**config.mk**
```make
export PLATFORM = sky130hd
export DESIGN_NAME = regfile_wb_scheduler_flat
export DESIGN_NICKNAME = d
export VERILOG_FILES = /design/src/rtl/regfile_wb_scheduler_if.sv /design/src/rtl/regfile_wb_scheduler.sv /design/src/flat_wrapper.sv
export SDC_FILE = /design/constraint.sdc
export NUM_CORES = 1
export LEC_CHECK = 0
export CAP_MARGIN = 20
export CORE_MARGIN = 2
export CORE_UTILIZATION = 32
export DETAILED_ROUTE_END_ITERATION = 8
export PLACE_DENSITY_LB_ADDON = 0.12
export SYNTH_ARGS = -nofsm -noshare
export SYNTH_HDL_FRONTEND = slang
export SYNTH_SLANG_ARGS = --single-unit
export TNS_END_PERCENT = 10
```
**constraint.sdc**
```tcl
create_clock -name clock -period 2.85 [get_ports clock]
set_clock_uncertainty 0.2 [all_clocks]
set_input_delay 0.855 -clock clock [delete_from_list [all_inputs] [get_ports clock]]
set_output_delay 0.855 -clock clock [all_outputs]
set_load 0.005 [all_outputs]
```
**src/rtl/regfile_wb_scheduler_if.sv**
```systemverilog
`default_nettype none
// +--------------------------------------------------------------------------+
// | regfile_wb_scheduler_if : write-back request, issue and write-port bus   |
// | Rev 1.0                                                                  |
// +--------------------------------------------------------------------------+
interface regfile_wb_scheduler_if #(
    parameter int DATA_W   = 8,
    parameter int REG_AW   = 3,
    parameter int NUM_REGS = 8
);
    logic                imm_req, alu_req, mem_req;
    logic [REG_AW-1:0]   imm_addr, alu_addr, mem_addr;
    logic [DATA_W-1:0]   imm_data, alu_data, mem_data;
    logic                imm_gnt, alu_gnt, mem_gnt;
    logic                issue_valid, issue_writes;
    logic [REG_AW-1:0]   issue_dst, issue_src_a, issue_src_b;
    logic                stall;
    logic                wr_en;
    logic [REG_AW-1:0]   wr_addr;
    logic [DATA_W-1:0]   wr_data;
    logic [NUM_REGS-1:0] pending;

    modport master (
        output imm_req, alu_req, mem_req, imm_addr, alu_addr, mem_addr,
               imm_data, alu_data, mem_data,
               issue_valid, issue_writes, issue_dst, issue_src_a, issue_src_b,
        input  imm_gnt, alu_gnt, mem_gnt, stall, wr_en, wr_addr, wr_data, pending
    );

    modport slave (
        input  imm_req, alu_req, mem_req, imm_addr, alu_addr, mem_addr,
               imm_data, alu_data, mem_data,
               issue_valid, issue_writes, issue_dst, issue_src_a, issue_src_b,
        output imm_gnt, alu_gnt, mem_gnt, stall, wr_en, wr_addr, wr_data, pending
    );
endinterface

`default_nettype wire

```
**src/rtl/regfile_wb_scheduler.sv**
```systemverilog
`default_nettype none
// +--------------------------------------------------------------------------+
// | regfile_wb_scheduler : round-robin write-port arbiter + RAW/WAW scoreboard|
// | Option: WB_BYPASS_EN masks the bit cleared by a same-cycle grant.        |
// | Rev 1.0                                                                  |
// +--------------------------------------------------------------------------+
module regfile_wb_scheduler #(
    parameter int DATA_W   = 8,
    parameter int REG_AW   = 3,
    parameter int NUM_REGS = 8
) (
    input  wire logic             clock,
    input  wire logic             reset_n,
    regfile_wb_scheduler_if.slave bus
);
    typedef enum logic [1:0] {
        SRC_IMM = 2'd0,
        SRC_ALU = 2'd1,
        SRC_MEM = 2'd2
    } src_e;

    src_e                rr_last_q, rr_last_d;
    logic [NUM_REGS-1:0] pending_q, pending_d;
    logic                wr_en_q;
    logic [REG_AW-1:0]   wr_addr_q;
    logic [DATA_W-1:0]   wr_data_q;

    logic [2:0]          w_req;
    logic [2:0]          w_gnt;
    logic                w_gnt_any;
    src_e                w_src;
    logic [REG_AW-1:0]   w_gnt_addr;
    logic [DATA_W-1:0]   w_gnt_data;
    logic [NUM_REGS-1:0] w_clr_mask, w_set_mask, w_lookup;
    logic                w_stall, w_accept;

    assign w_req = {bus.mem_req, bus.alu_req, bus.imm_req};

    // Search starts at the source after the last winner and wraps.
    always_comb begin
        w_src = rr_last_q;
        case (rr_last_q)
            SRC_IMM: begin
                if      (w_req[1]) w_src = SRC_ALU;
                else if (w_req[2]) w_src = SRC_MEM;
                else if (w_req[0]) w_src = SRC_IMM;
            end
            SRC_ALU: begin
                if      (w_req[2]) w_src = SRC_MEM;
                else if (w_req[0]) w_src = SRC_IMM;
                else if (w_req[1]) w_src = SRC_ALU;
            end
            default: begin
                if      (w_req[0]) w_src = SRC_IMM;
                else if (w_req[1]) w_src = SRC_ALU;
                else if (w_req[2]) w_src = SRC_MEM;
            end
        endcase
        w_gnt_any = reset_n & (|w_req);
        w_gnt     = w_gnt_any ? (3'b001 << w_src) : 3'b000;
        rr_last_d = w_gnt_any ? w_src : rr_last_q;
    end

    always_comb begin
        case (w_src)
            SRC_IMM: begin w_gnt_addr = bus.imm_addr; w_gnt_data = bus.imm_data; end
            SRC_ALU: begin w_gnt_addr = bus.alu_addr; w_gnt_data = bus.alu_data; end
            default: begin w_gnt_addr = bus.mem_addr; w_gnt_data = bus.mem_data; end
        endcase
    end

    assign w_clr_mask = w_gnt_any ? ({{(NUM_REGS-1){1'b0}}, 1'b1} << w_gnt_addr)
                                  : '0;

`ifdef WB_BYPASS_EN
    assign w_lookup = pending_q & ~w_clr_mask;
`else
    assign w_lookup = pending_q;
`endif

    assign w_stall  = ~reset_n |
                      (bus.issue_valid & (w_lookup[bus.issue_src_a] |
                                          w_lookup[bus.issue_src_b] |
                                          (bus.issue_writes & w_lookup[bus.issue_dst])));
    assign w_accept = bus.issue_valid & ~w_stall;

    assign w_set_mask = (w_accept & bus.issue_writes)
                      ? ({{(NUM_REGS-1){1'b0}}, 1'b1} << bus.issue_dst) : '0;

    // Set is applied after clear so a same-address issue wins.
    assign pending_d = (pending_q & ~w_clr_mask) | w_set_mask;

    always_ff @(posedge clock or negedge reset_n) begin
        if (!reset_n) begin
            rr_last_q <= SRC_MEM;
            pending_q <= '0;
            wr_en_q   <= 1'b0;
            wr_addr_q <= '0;
            wr_data_q <= '0;
        end else begin
            rr_last_q <= rr_last_d;
            pending_q <= pending_d;
            wr_en_q   <= w_gnt_any;
            if (w_gnt_any) begin
                wr_addr_q <= w_gnt_addr;
                wr_data_q <= w_gnt_data;
            end
        end
    end

    assign bus.imm_gnt = w_gnt[0];
    assign bus.alu_gnt = w_gnt[1];
    assign bus.mem_gnt = w_gnt[2];
    assign bus.stall   = w_stall;
    assign bus.wr_en   = wr_en_q;
    assign bus.wr_addr = wr_addr_q;
    assign bus.wr_data = wr_data_q;
    assign bus.pending = pending_q;

endmodule

`default_nettype wire

```
**src/flat_wrapper.sv**
```systemverilog
// flat-port wrapper written by rule: the top's interface ports become plain ports
module regfile_wb_scheduler_flat 
#(
    parameter int DATA_W   = 8,
    parameter int REG_AW   = 3,
    parameter int NUM_REGS = 8
)
  (clock, reset_n, bus_imm_req, bus_alu_req, bus_mem_req, bus_imm_addr, bus_alu_addr, bus_mem_addr, bus_imm_data, bus_alu_data, bus_mem_data, bus_issue_valid, bus_issue_writes, bus_issue_dst, bus_issue_src_a, bus_issue_src_b, bus_imm_gnt, bus_alu_gnt, bus_mem_gnt, bus_stall, bus_wr_en, bus_wr_addr, bus_wr_data, bus_pending);
  regfile_wb_scheduler_if #(.DATA_W(DATA_W), .REG_AW(REG_AW), .NUM_REGS(NUM_REGS)) bus_i ();
  input  wire logic clock;
  input  wire logic reset_n;
  input wire logic [$bits(bus_i.imm_req)-1:0] bus_imm_req;
  input wire logic [$bits(bus_i.alu_req)-1:0] bus_alu_req;
  input wire logic [$bits(bus_i.mem_req)-1:0] bus_mem_req;
  input wire logic [$bits(bus_i.imm_addr)-1:0] bus_imm_addr;
  input wire logic [$bits(bus_i.alu_addr)-1:0] bus_alu_addr;
  input wire logic [$bits(bus_i.mem_addr)-1:0] bus_mem_addr;
  input wire logic [$bits(bus_i.imm_data)-1:0] bus_imm_data;
  input wire logic [$bits(bus_i.alu_data)-1:0] bus_alu_data;
  input wire logic [$bits(bus_i.mem_data)-1:0] bus_mem_data;
  input wire logic [$bits(bus_i.issue_valid)-1:0] bus_issue_valid;
  input wire logic [$bits(bus_i.issue_writes)-1:0] bus_issue_writes;
  input wire logic [$bits(bus_i.issue_dst)-1:0] bus_issue_dst;
  input wire logic [$bits(bus_i.issue_src_a)-1:0] bus_issue_src_a;
  input wire logic [$bits(bus_i.issue_src_b)-1:0] bus_issue_src_b;
  output wire logic [$bits(bus_i.imm_gnt)-1:0] bus_imm_gnt;
  output wire logic [$bits(bus_i.alu_gnt)-1:0] bus_alu_gnt;
  output wire logic [$bits(bus_i.mem_gnt)-1:0] bus_mem_gnt;
  output wire logic [$bits(bus_i.stall)-1:0] bus_stall;
  output wire logic [$bits(bus_i.wr_en)-1:0] bus_wr_en;
  output wire logic [$bits(bus_i.wr_addr)-1:0] bus_wr_addr;
  output wire logic [$bits(bus_i.wr_data)-1:0] bus_wr_data;
  output wire logic [$bits(bus_i.pending)-1:0] bus_pending;
  assign bus_i.imm_req = bus_imm_req;
  assign bus_i.alu_req = bus_alu_req;
  assign bus_i.mem_req = bus_mem_req;
  assign bus_i.imm_addr = bus_imm_addr;
  assign bus_i.alu_addr = bus_alu_addr;
  assign bus_i.mem_addr = bus_mem_addr;
  assign bus_i.imm_data = bus_imm_data;
  assign bus_i.alu_data = bus_alu_data;
  assign bus_i.mem_data = bus_mem_data;
  assign bus_i.issue_valid = bus_issue_valid;
  assign bus_i.issue_writes = bus_issue_writes;
  assign bus_i.issue_dst = bus_issue_dst;
  assign bus_i.issue_src_a = bus_issue_src_a;
  assign bus_i.issue_src_b = bus_issue_src_b;
  assign bus_imm_gnt = bus_i.imm_gnt;
  assign bus_alu_gnt = bus_i.alu_gnt;
  assign bus_mem_gnt = bus_i.mem_gnt;
  assign bus_stall = bus_i.stall;
  assign bus_wr_en = bus_i.wr_en;
  assign bus_wr_addr = bus_i.wr_addr;
  assign bus_wr_data = bus_i.wr_data;
  assign bus_pending = bus_i.pending;
  regfile_wb_scheduler #(.DATA_W(DATA_W), .REG_AW(REG_AW), .NUM_REGS(NUM_REGS)) u_core (.clock(clock), .reset_n(reset_n), .bus(bus_i));
endmodule
```
Word-level counts from Yosys, hierarchy flattened:

Index checks and enable logic that the tools add are counted.

* memory bits (writable): 0
* bits in latches: 0
* memories kept: 0
* logic and storage cells: 50
* output and inout bits: 24
* input port bits: 49
* register bits: 22
* memory bits (read-only): 0

* reduce and logical (&&, ||, !) cells: 3
* $mul: 0
* bitwise logic cells: 13
* shifts and indexed selects: 3
* magnitude comparators: 3
* div/mod/pow operators: 0
* add/subtract/negate cells: 0
* multiplexer cells: 21
* equality and inequality tests: 2

Operators by type and width (count)
* 2-to-1 mux 2 bit: 9
* 2-to-1 mux 8 bit: 2
* one-hot mux 8 bit (2 select lines): 1
* << shifter 1 x 3 -> 8 bit, first input constant: 2
* less-than comparator 3 x 4 -> 1 bit, second input constant: 3
* binary-select mux 1 bit (select 3 bit): 3
* AND 8 bit: 1
* inverter 8 bit: 1
* OR 8 bit: 1
* one-hot mux 3 bit (2 select lines): 1
* AND 1 bit: 5
* equality test 2 x 1 -> 1 bit, second input constant: 2
* zero test 2 bit: 2
* one-hot mux 2 bit (2 select lines): 1
* 2-to-1 mux 1 bit: 3
* 2-to-1 mux 3 bit: 1
* OR 1 bit: 3
* OR reduction 3 bit: 1
* << shifter 1 x 2 -> 3 bit, first input constant: 1
* inverter 1 bit: 2

Logic depth before layout (Yosys ltp):

Gate-level depths: netlist of the first run.

* word-level depth: 11
* depth in mapped cells: 7
* depth with buffers taken out: 6

Worst setup path before layout of the first run:

OpenSTA, ideal clock, no wires.

* path type: input to output
* from: in bus_alu_req
* to: out bus_imm_gnt
* path buffers: 0
* path slack: -43 ps
* stages on the path: 3
* data required time: 1795 ps
* arrival time: 1838 ps
* cell sequence: o31ai_1 -> clkinv_1 -> and3_1

* elaborated cells between the ends (all ways): 11
* classes of those cells: shift (1); mux (8); bitwise (1); reduce/logical (1)

RTL lines
* start: declaration: RTL line flat_wrapper.sv:13 `input wire logic [$bits(bus_i.alu_req)-1:0] bus_alu_req;`
* OR reduction 3 bit: RTL line regfile_wb_scheduler.sv:59 `w_gnt_any = reset_n & (|w_req);`
* AND 1 bit: RTL line regfile_wb_scheduler.sv:59
* via u_core.w_gnt_any: RTL line regfile_wb_scheduler.sv:30 `logic w_gnt_any;`
* 2-to-1 mux 3 bit: RTL line regfile_wb_scheduler.sv:60 `w_gnt = w_gnt_any ? (3'b001 << w_src) : 3'b000;`
* end: declaration: RTL line flat_wrapper.sv:26 `output wire logic [$bits(bus_i.imm_gnt)-1:0] bus_imm_gnt;`

The timed path passes the listed nets, and every way through them passes these cells.

Final worst setup path of the first run:

* from: in bus_issue_src_a[1]
* to: out bus_stall

* longest elaborated chain between the ends: 6

Ends and longest elaborated chain
* start: declaration: RTL line flat_wrapper.sv:24 `input wire logic [$bits(bus_i.issue_src_a)-1:0] bus_issue_src_a;`
* binary-select mux 1 bit (select 3 bit): RTL line regfile_wb_scheduler.sv:82 `(bus.issue_valid & (w_lookup[bus.issue_src_a] |`
* 2-to-1 mux 1 bit (not written as such): RTL line regfile_wb_scheduler.sv:82
* OR 1 bit: RTL line regfile_wb_scheduler.sv:82
* OR 1 bit: RTL line regfile_wb_scheduler.sv:83 `w_lookup[bus.issue_src_b] |`
* AND 1 bit: RTL line regfile_wb_scheduler.sv:82
* OR 1 bit: RTL line regfile_wb_scheduler.sv:81 `assign w_stall = ~reset_n |`
* end: declaration: RTL line flat_wrapper.sv:29 `output wire logic [$bits(bus_i.stall)-1:0] bus_stall;`

Every way passes these cells. The select of a mux whose other input is x is not followed.

==> qor.txt, run 1 <==
Max-cap violations: 0
Row count: 23
Input/output buffers: 72
Final #Nets: 307
CP startpoint kind: input port
Final setup viols: 5
Mapped Cells: 144
Slowest stage delay, CP: 0.48 ns
Clk sinks: 22
Wirelength, routed: 4290 um
Req. time, crit path: 1.80 ns
Seq cells post-synth: 22
Placed instance count: 292
Placer Congestion: 0.946
Die width: 69.8 um
Peak supply drop: 0.264 mV
Initial DRT Pass Iterations: 4
M2 GR Usage: 34.2%
Wire per inst: 14.0 um
Hold Path Class: reg -> reg
Syn_nets: 193
Syn_area_per_cell: 9.61 um2
Worst Path Max Fanout: 2
Worst hold start: u_core.bus.wr_addr[0]$_DFFE_PN0P_
CP arrival: 1.97 ns
Residual DRC count: 0
FF-to-FF path depth: 14
Hold path depth: 2
CTS Root Cell: clkbuf_8
Worst rel slew slack: 65.9%
Clock Latency Late Sink: 0.26 ns
Hpwl dp: 3410 um
Tmin final: 3.03 ns
Area Growth Syn to Fin: 86.6%
Initial core utilization: 33.9%
Worst reg2reg path startpoint: u_core.bus.pending[2]$_DFF_PN0_
Cell mode on critical path: nand2_1
Layout cells sized above 1: 29.6%
Leak Pwr: 1.20 nW
Final Worst Setup Slack: -0.180 ns
Critical Setup Path Class: in -> out
Htree depth: 1
# diodes: 0
Violated checks: setup timing
Height of the die: 69.8 um
Slowest CP cell: mux4_2
Grt met1 use: 20.4%
Core footprint: 4090 um2
Grt met3 use: 3.34%
Post-synthesis sequential area ratio: 39.9%
Max Slew Vio Count: 0
Power density cells: 528 nW/um2
Status: finished, violations left
Vias in the first global route: 1,629
Vias/cell: 4.88
Critical Path, Cell by Cell: buf_8, mux4_2, mux2i_1, nand2_1, o21ai_1, nand2_1, buf_2
1st-iter DRT viols: 52
Final Hold Violating Endpoints: 0
Post-route ant nets: 0
Antenna violations before repair: 0
RSZ-0062 raised after global routing: yes
Max Root-Sink Buffers: 2
Fmax: 0.330 GHz
CP startpoint: bus_issue_src_a[1]
Grt total ovfl: 0
Power Total: 1.36 mW
Total of fill cells in the finished design: 362
CTS Hold Bufs: 0
CP Capture Type: output pin
Largest net degree at the start of global routing: 24
Most Used Layer, Global Route: met2
Synth warnings: 0
First-pass GRT wire length: 7140 um
Total number of vias: 1,497
I/O pin cnt: 73
Global Route Usage Sum: 18.2%
Mapped Area: 1380 um2
Die area: 4870 um2
Reg clk slew, reported paths: 0.08 ns
Worst Tran Pin Value: 0.511 ns
Final worst-path cycle share: 106%
Count of cell types in the netlist: 26
Non-filler cells, final: 307
TritonCTS clock tree: done
CTS Buf Count: 3
## kinds of logic after synthesis
logic type	count (synthesis)	share of synthesized area [%]
buffers and inverters	8	2.35
flip-flops	22	39.9
AND/OR/NAND/NOR	53	17.2
AO/OA/AOI/OAI	38	19.4
multiplexers	23	21.2
## placed cells by master, fill, tap and decap left out, types with 2 or more instances in the layout
cell type | netlist | final
a21o_1 | 4 | 4
a21oi_1 | 9 | 9
a21oi_2 | 2 | 2
a22o_1 | 5 | 5
a32o_1 | 2 | 2
buf_2 | 2 | 4
buf_4 | 0 | 35
buf_6 | 0 | 9
clkbuf_2 | 0 | 2
clkbuf_8 | 0 | 4
clkdlybuf4s15_1 | 0 | 2
clkdlybuf4s50_1 | 0 | 57
dfrtp_1 | 21 | 21
dlygate4sd2_1 | 0 | 4
inv_1 | 2 | 2
mux2i_1 | 18 | 16
mux4_2 | 5 | 5
nand2_1 | 23 | 23
nor2_1 | 17 | 14
nor2_2 | 0 | 3
nor2b_1 | 3 | 2
o21ai_0 | 10 | 9
o31ai_1 | 3 | 2
or3b_1 | 4 | 4
## final timing paths
| path | endpoint | slack [ns] |
|---|---|---|
| max | bus_stall | -0.18 |
| max in group asynchronous | u_core.rr_last_q[1]$_DFFE_PN1P_ | 1.44 |
| min in group asynchronous | u_core.bus.wr_addr[0]$_DFFE_PN0P_ | 0.73 |
| max reg2reg | u_core.bus.pending[3]$_DFF_PN0_ | 0.16 |
| min | u_core.bus.wr_addr[0]$_DFFE_PN0P_ | 0.29 |
| min reg2reg | u_core.bus.wr_addr[0]$_DFFE_PN0P_ | 0.29 |
## routing by layer
layer	wire, um	vias up
li1	-	751
met1	1630	687
met2	2400	53
met3	204	6
met4	53	0
met5	0	-
## where the power goes
group / internal [mW] / total [mW] / switching, mW
clock: 0.123 / 0.222 / 0.0992
combinational: 0.448 / 0.696 / 0.249
sequential: 0.381 / 0.445 / 0.0644
total: 0.951 / 1.36 / 0.412
## critical path, delay by kind of cell
kind                   cells  cell delay [ns]
muxes                      2             0.63
buffers and inverters      2             0.20
and+or+nand+nor            2             0.16
AOI/OAI and AO/OA          1             0.14
## state kept, by name, summed over array words and instances, names as in the netlist
signal              cells
u_core.bus.pending      8
u_core.bus.wr_addr      3
u_core.rr_last_q        2
u_core.bus.wr_en        1
u_core.bus.wr_data      8
## what timing repair did
| action | CTS | global route |
|---|---|---|
| endpoints found under the hold margin | 0 | 0 |
| buffers inserted | 11 | 0 |
| gates resized for setup | 59 | 12 |
| endpoints found under the setup margin | 11 | 12 |
| pin swaps | 11 | 6 |
## area by class of cell
| cell class | instances | area (um2) | share of cell area [%] |
|---|---|---|---|
| timing repair buffer | 114 | 1030 | 40.1 |
| multi-input combinational | 114 | 867 | 33.6 |
| sequential | 22 | 552 | 21.4 |
| tap | 50 | 62.6 | 2.42 |
| clock buffer | 4 | 55.1 | 2.13 |
| inverter | 3 | 11.3 | 0.436 |
## metrics by stage
stage	setup TNS (ns)	setup slack (ns)	hold slack [ns]	cell area (um2)	utilization (%)
after global routing	-0.779	-0.227	0.329	2580	63.2
after detailed placement	-5.78	-1.05	0.274	2380	58.3
after global placement	-5.22	-0.965	0.263	2380	58.3
after CTS	-0.380	-0.207	0.291	2560	62.6
after floorplan	-0.0281	-0.0281	0.270	1390	-
final	-0.300	-0.180	0.285	2580	63.2
## Yosys cell counts
library cell	instances	area, um2
buf_2	2	10.0
a21oi_2	2	17.5
nand2_1	23	86.3
o31ai_1	3	22.5
a32o_1	2	20.0
a21o_1	4	30.0
nand2b_1	1	6.26
dfrtp_1	21	526
nor3_1	3	15.0
mux4_2	5	113
and3_1	1	6.26
a22o_1	5	43.8
dfstp_2	1	26.3
a22oi_2	1	12.5
nor2_1	17	63.8
a31oi_1	1	6.26
or3b_1	4	35.0
nand4_1	1	6.26
inv_1	2	7.51
a22oi_4	1	21.3
mux2i_1	18	180
nor2b_1	3	18.8
clkbuf_1	3	11.3
clkinv_1	1	3.75
o21ai_0	10	50.1
a21oi_1	9	45.0
(Power assumes the default switching activity.)
==> inputs of run 2 (changes only) <==
--- a/config.mk
+++ b/config.mk
@@ -6,7 +6,7 @@
 export NUM_CORES = 1
 export LEC_CHECK = 0
 export CAP_MARGIN = 20
-export CORE_MARGIN = 2
+export CORE_ASPECT_RATIO = 1.75
 export CORE_UTILIZATION = 32
 export DETAILED_ROUTE_END_ITERATION = 8
 export PLACE_DENSITY_LB_ADDON = 0.12
==> run 2 against run 1 <==
  * The flow still finishes with violations (setup timing)
  * Clock-buffer cell count is 1 lower
  * Power increased by 5.1%
  * Core utilization decreased by 1.5 points
  * Critical path depth shrank 1
  * Register-to-register slack lost 0.03 ns
  * Via count increased by 0.80%
  * Flip-flop and latch count unchanged
  * Clock power is 33% higher
  * Design area decreased by 0.82%
  * Die area decreased by 5.4%
  * Highest routed layer unchanged
  * Final cell count down 2.0%
  * Fmax is 1.4% lower
==> qor.txt, run 2 (synthesized netlist as in run 1, its figures left out) <==
Status: finished, violations left
Violated checks: setup timing
CTS Buf Count: 3 (unchanged)
Leak Pwr: 1.19 nW (-0.59%)
Final hold slack: 0.281 ns (-0.00405 ns)
Global Route Usage Sum: 20.4% (+2.2 points)
Layout cells sized above 1: 26.2% (-3.4 points)
Core footprint: 4150 um2 (+1.6%)
Worst Path Max Fanout: 2 (unchanged)
Fmax: 0.325 GHz (-1.4%)
Final TNS setup: -0.567 ns (-0.267 ns)
Power density cells: 560 nW/um2 (+6.0%)
First-pass GRT wire length: 6960 um (-2.6%)
Most frequent cells in the layout: clkdlybuf4s50_1, buf_4, nand2_1
Critical Setup Path Class: in -> out
Switching part of the total: 29.6% (-0.68 points)
Reg clk slew, reported paths: 0.09 ns (about the same)
Peak supply drop: 0.327 mV (+24%)
Seq pwr share: 31.5% (-1.1 points)
Max-cap violations: 0 (unchanged)
Residual DRC count: 0 (unchanged)
Placer Congestion: 0.856 (-9.4%)
Vias in the first global route: 1,577 (-3.2%)
Input/output buffers: 72 (unchanged)
CP Capture Type: output pin
CP startpoint kind: input port
Grt total ovfl: 0 (unchanged)
Max Root-Sink Buffers: 2 (unchanged)
Clock power share: 20.6% (+4.3 points)
Die area: 4600 um2 (-5.4%)
# diodes: 0 (unchanged)
Combinational share of power: 47.9% (-3.2 points)
TritonCTS clock tree: done
Largest net degree at the start of global routing: 25 (+4.2%)
Area Growth Syn to Fin: 85.1%
Die width: 51.7 um (-26%)
Clk sinks: 22 (unchanged)
Commonest non-fill, non-tap cell in the layout: clkdlybuf4s50_1
Height of the die: 89.0 um (+28%)
Hpwl dp: 3490 um (+2.3%)
Total number of vias: 1,509 (+0.80%)
Initial core utilization: 33.3% (-0.52 points)
CP arrival: 2.02 ns (+0.05 ns)
Final #Nets: 302 (-1.6%)
Finished Core Util: 61.7% (-1.5 points)
Worst rel slew slack: 77.2% (+11 points)
Final Worst Setup Slack: -0.224 ns (-0.0445 ns)
Clock Latency Late Sink: 0.26 ns (about the same)
CTS Root Cell: clkbuf_8
Sw power: 0.424 mW (+2.8%)
Internal: 1.01 mW (+6.1%)
Vias/cell: 5.01 (+2.8%)
Initial DRT Pass Iterations: 6 (+2)
I/O pin cnt: 73 (unchanged)
Hold Path Class: reg -> reg
Row count: 31 (+35%)
Final setup viols: 7 (+2)
Wirelength, routed: 4310 um (+0.40%)
Tmin final: 3.07 ns (+0.0445 ns)
Max Slew Vio Count: 0 (unchanged)
RSZ-0062 raised after global routing: yes
Antenna violations before repair: 0 (unchanged)
Worst Tran Pin Value: 0.341 ns (-0.170 ns)
Wire per inst: 14.3 um (+2.4%)
Req. time, crit path: 1.80 ns (about the same)
Post-route ant nets: 0 (unchanged)
Post-place setup slack: -1.06 ns (-0.00836 ns)
CTS Hold Bufs: 0 (unchanged)
Final Hold Violating Endpoints: 0 (unchanged)
Htree depth: 1 (unchanged)
1st-iter DRT viols: 35 (-33%)
Final worst-path cycle share: 108% (+1.6 points)
run 2: layer usage:
metal	track usage [%]	wire, um	vias up
li1	-	-	741
met4	6.39	37	0
met2	42.0	2580	60
met3	4.08	277	4
met5	0	0	-
met1	19.1	1420	704
run 2: worst paths after layout:
check | start | to | slack (ns) | cells past startpoint
max | bus_issue_dst[1] | bus_stall | -0.22 | 6
min | u_core.bus.wr_addr[2]$_DFFE_PN0P_ | u_core.bus.wr_addr[2]$_DFFE_PN0P_ | 0.28 | 2
max reg2reg | u_core.bus.pending[7]$_DFF_PN0_ | u_core.bus.pending[3]$_DFF_PN0_ | 0.13 | 14
min reg2reg | u_core.bus.wr_addr[2]$_DFFE_PN0P_ | u_core.bus.wr_addr[2]$_DFFE_PN0P_ | 0.28 | 2
max in group asynchronous | reset_n | u_core.rr_last_q[1]$_DFFE_PN1P_ | 1.57 | 2
min in group asynchronous | reset_n | u_core.bus.pending[1]$_DFF_PN0_ | 0.60 | 2
run 2: layout make-up:
class / count / area, um2
fill: 374 / 1590
timing repair buffer: 109 / 1020
multi-input combinational: 114 / 850
sequential: 22 / 552
tap: 49 / 61.3
clock buffer: 3 / 41.3
clock inverter: 1 / 30.0
inverter: 3 / 11.3
run 2: worst max-delay path, cell delays in order:
cell	delay (ns)
clkdlybuf4s15_1	0.25
mux4_2	0.54
nor2_1	0.13
o21ai_2	0.07
nand2_1	0.06
buf_2	0.11
run 2: what timing repair did:
item | CTS | global route
gates resized for setup | 60 | 4
setup endpoints to repair | 12 | 11
setup buffers | 8 | 0
pin swaps | 9 | 1
run 2: power by group through the flow:
stage | Sequential (mW) | Combinational, mW | Clock [mW]
after floorplan | 0.444 | 0.240 | 0
after global routing | 0.460 | 0.743 | 0.321
after detailed placement | 0.455 | 0.604 | 0
final | 0.452 | 0.687 | 0.295
after CTS | 0.450 | 0.687 | 0.305
after global placement | 0.448 | 0.591 | 0
run 2: per-stage QoR:
stage               instance area (um2)  cells  power (mW)
finish                             2560    301        1.43
global route                       2560    301        1.52
CTS                                2550    301        1.44
detailed placement                 2380    289        1.06
global placement                   2380    289        1.04
floorplan                          1390    144       0.684
==> inputs of run 3 (changes only) <==
--- a/config.mk
+++ b/config.mk
@@ -5,7 +5,7 @@
 export SDC_FILE = /design/constraint.sdc
 export NUM_CORES = 1
 export LEC_CHECK = 0
-export CAP_MARGIN = 20
+export ABC_AREA = 1
 export CORE_ASPECT_RATIO = 1.75
 export CORE_UTILIZATION = 32
 export DETAILED_ROUTE_END_ITERATION = 8
==> constraint.sdc (replaced) <==
create_clock -name clock -period 3.35 [get_ports clock]
set_clock_uncertainty 0.2 [all_clocks]
set_input_delay 1.005 -clock clock [delete_from_list [all_inputs] [get_ports clock]]
set_output_delay 1.005 -clock clock [all_outputs]
set_load 0.005 [all_outputs]
==> run 3 against run 2 <==
  * The run now ends clean
  * Sequential power is 9.3% lower
  * Sequential share of layout area down 0.70 points
  * Clock-buffer cell count stayed put
  * Wire length grew 17%
  * Power fell by 14%
  * Via count up 26%
  * Synthesized area increased by 13%
==> qor.txt, run 3 <==
Global Route Usage Sum: 22.0% (+1.6 points)
Height of the die: 94.6 um (+6.3%)
Antenna violations before repair: 0 (unchanged)
Input/output buffers: 72 (unchanged)
Placed instance count: 364 (+26%)
Critical Setup Path Class: in -> out
First-pass GRT wire length: 8420 um (+21%)
Post-synthesis sequential area ratio: 35.2% (-4.7 points)
Leak Pwr: 1.32 nW (+11%)
Synth cell count leaders: nand2_1, inv_1, dfrtp_1
Count of cell types in the netlist: 26 (unchanged)
Asr flop ratio synth: 100% (unchanged)
Seq cells post-synth: 22 (unchanged)
Slowest stage delay, CP: 0.25 ns (-0.29 ns)
Residual DRC count: 0 (unchanged)
Worst Tran Pin Value: 0.356 ns (+0.0150 ns)
Final hold slack: 0.303 ns (+0.0217 ns)
Req. time, crit path: 2.14 ns (+0.34 ns)
RSZ-0062 raised after global routing: yes
Largest net degree at the start of global routing: 31 (+24%)
Tmin final: 3.26 ns
Max-cap violations: 0 (unchanged)
Non-filler cells, final: 385 (+28%)
Most frequent cells in the layout: nand2_1, clkdlybuf4s50_1, buf_4
Mapped Area: 1570 um2 (+13%)
CP startpoint kind: input port
FF-to-FF path depth: 15 (+1)
Hold Path Class: reg -> reg
Slowest CP cell: dlygate4sd2_1
Critical R2R Capture: u_core.bus.pending[2]$_DFF_PN0_
Die width: 54.9 um (+6.2%)
Peak supply drop: 0.389 mV (+19%)
Mapped Cells: 227 (+58%)
CP arrival: 2.06 ns (+0.04 ns)
CTS Hold Bufs: 0 (unchanged)
CTS Root Cell: clkbuf_8
Worst path top cell family by delay: buffers and inverters
Clk sinks: 22 (unchanged)
Number of synthesized flops with an enable pin: 0 (unchanged)
Vias in the first global route: 1,913 (+21%)
Hpwl dp: 3790 um (+8.8%)
WHS Endpoint: u_core.bus.wr_addr[2]$_DFFE_PN0P_
# diodes: 0 (unchanged)
Worst Path Buf+Inv: 5 (+3)
Wirelength, routed: 5020 um (+17%)
Power Total: 1.23 mW (-14%)
Max Slew Vio Count: 0 (unchanged)
Fmax: 0.306 GHz
Max Root-Sink Buffers: 2 (unchanged)
Core footprint: 4710 um2 (+13%)
Area Growth Syn to Fin: 68.7%
Worst Path Max Fanout: 4 (+2)
Flop2flop setup slack: 1.24 ns (+1.11 ns)
Htree depth: 1 (unchanged)
TritonCTS clock tree: done
Layout cells sized above 1: 22.5% (-3.7 points)
Reg clk slew, reported paths: 0.08 ns (about the same)
I/O pin cnt: 73 (unchanged)
Commonest non-fill, non-tap cell in the layout: nand2_1
Worst hold start: u_core.bus.wr_addr[2]$_DFFE_PN0P_
Initial DRT Pass Iterations: 4 (-2)
Wire per inst: 13.0 um (-8.9%)
Cell count along the critical path: 7 (+1)
Final Hold Violating Endpoints: 0 (unchanged)
Worst reg2reg path startpoint: u_core.rr_last_q[1]$_DFFE_PN1P_
Worst rel slew slack: 76.3% (-0.89 points)
CP Capture Type: output pin
Cell mode on critical path: inv_1
Die area: 5200 um2 (+13%)
CTS Buf Count: 3 (unchanged)
Area share of the largest cell type after synthesis: 33.5% (-4.5 points)
Clock Latency Late Sink: 0.26 ns (about the same)
Placer Congestion: 0.816 (-4.7%)
Post-route ant nets: 0 (unchanged)
Final setup viols: 0 (-7)
Synth warnings: 0 (unchanged)
Total number of vias: 1,906 (+26%)
Most frequent cell after synthesis: nand2_1
Final #Nets: 383 (+27%)
Yosys top cell by area: dfrtp_1
Initial core utilization: 33.3% (about the same)
Hold path depth: 2 (unchanged)
1st-iter DRT viols: 38 (+8.6%)
Synth area leaders: dfrtp_1, nand2_1, inv_1
Syn_area_per_cell: 6.91 um2 (-28%)
Grt total ovfl: 0 (unchanged)
Total of fill cells in the finished design: 492 (+32%)
Vias/cell: 4.95 (-1.2%)
Final worst-path cycle share: 97.4%
Row count: 33 (+6.5%)
Power density cells: 465 nW/um2 (-17%)
Status: complete, no violations
Main synth FF type: dfrtp_1
Critical Path, Cell by Cell: clkdlybuf4s15_2, buf_4, o31ai_4, inv_1, nand2_1, inv_1, dlygate4sd2_1
Syn_nets: 276 (+43%)
run 3: changes by cell type after synthesis, moves of 5 or more:
cell | before | now
mux2i_1 | 18 | 0
nand2_1 | 23 | 72
o21ai_1 | 0 | 5
inv_1 | 2 | 26
nor2_2 | 0 | 5
a22o_1 | 5 | 0
nand4_1 | 1 | 11
mux4_2 | 5 | 0
nand3_1 | 0 | 14
a22oi_1 | 0 | 7
run 3: worst reg2reg max path, cell delays in order, from the launching register on:
cell     delay [ns]
dfstp_2        0.55
nor2_1         0.05
nand2_1        0.05
nand2_1        0.06
nand2_1        0.10
nand2_4        0.07
buf_4          0.18
nor2_2         0.14
buf_4          0.18
nand2_4        0.06
inv_2          0.06
nor2_4         0.04
nor2_2         0.07
nand2_1        0.05
nand2_1        0.09
nand2_1        0.06
run 3: repair_timing:
item,in CTS,in global routing
endpoints found under the setup margin,4,18
resized for setup,35,15
pin swaps,6,5
setup buffers,18,1
run 3: cells by family after synthesis:
group,Yosys count,share of synthesized area [%]
compound gates,41,15.9
flops,22,35.2
buf+inv,35,9.01
simple gates,129,40.0
run 3: layout make-up:
cell class / count / area (um2) / share of cell area [%]
Tap cell: 52 / 65.1 / 2.46
Timing Repair Buffer: 108 / 957 / 36.2
Multi-Input combinational cell: 170 / 893 / 33.7
Clock inverter: 1 / 30.0 / 1.13
Sequential cell: 22 / 552 / 20.8
Inverter: 29 / 109 / 4.11
Clock buffer: 3 / 41.3 / 1.56
run 3: routing by layer:
layer	track usage, %	vias up	share of wire [%]
met2	41.0	73	55
li1	-	953	-
met3	3.38	14	5.8
met1	22.3	866	36
met5	0	-	0
met4	9.79	0	3.4
run 3: worst max path at each step:
| stage | start | to |
|---|---|---|
| after detailed placement | bus_issue_src_b[0] | bus_stall |
| after floorplan | bus_issue_dst[0] | bus_stall |
| after global placement | bus_issue_dst[0] | bus_stall |
| final | bus_mem_req | bus_mem_gnt |
| after global routing | bus_issue_src_a[1] | bus_stall |
| after CTS | bus_issue_dst[0] | bus_stall |
run 3: stage by stage:
step | util, % | setup TNS, ns | cell area (um2) | worst slack [ns]
floorplan | - | 0 | 1570 | 0.254
global placement | 52.4 | -1.80 | 2460 | -0.563
detailed placement | 52.4 | -1.82 | 2460 | -0.569
CTS | 56.6 | -0.0286 | 2670 | -0.0286
global route | 56.2 | -0.00812 | 2650 | -0.00769
finish | 56.2 | 0 | 2650 | 0.0863
run 3: where the power goes:
part	switching, mW	internal, mW	total, mW	leakage, nW
clock network	0.0901	0.160	0.250	0.0357
logic	0.262	0.309	0.570	1.01
registers	0.0740	0.336	0.410	0.268
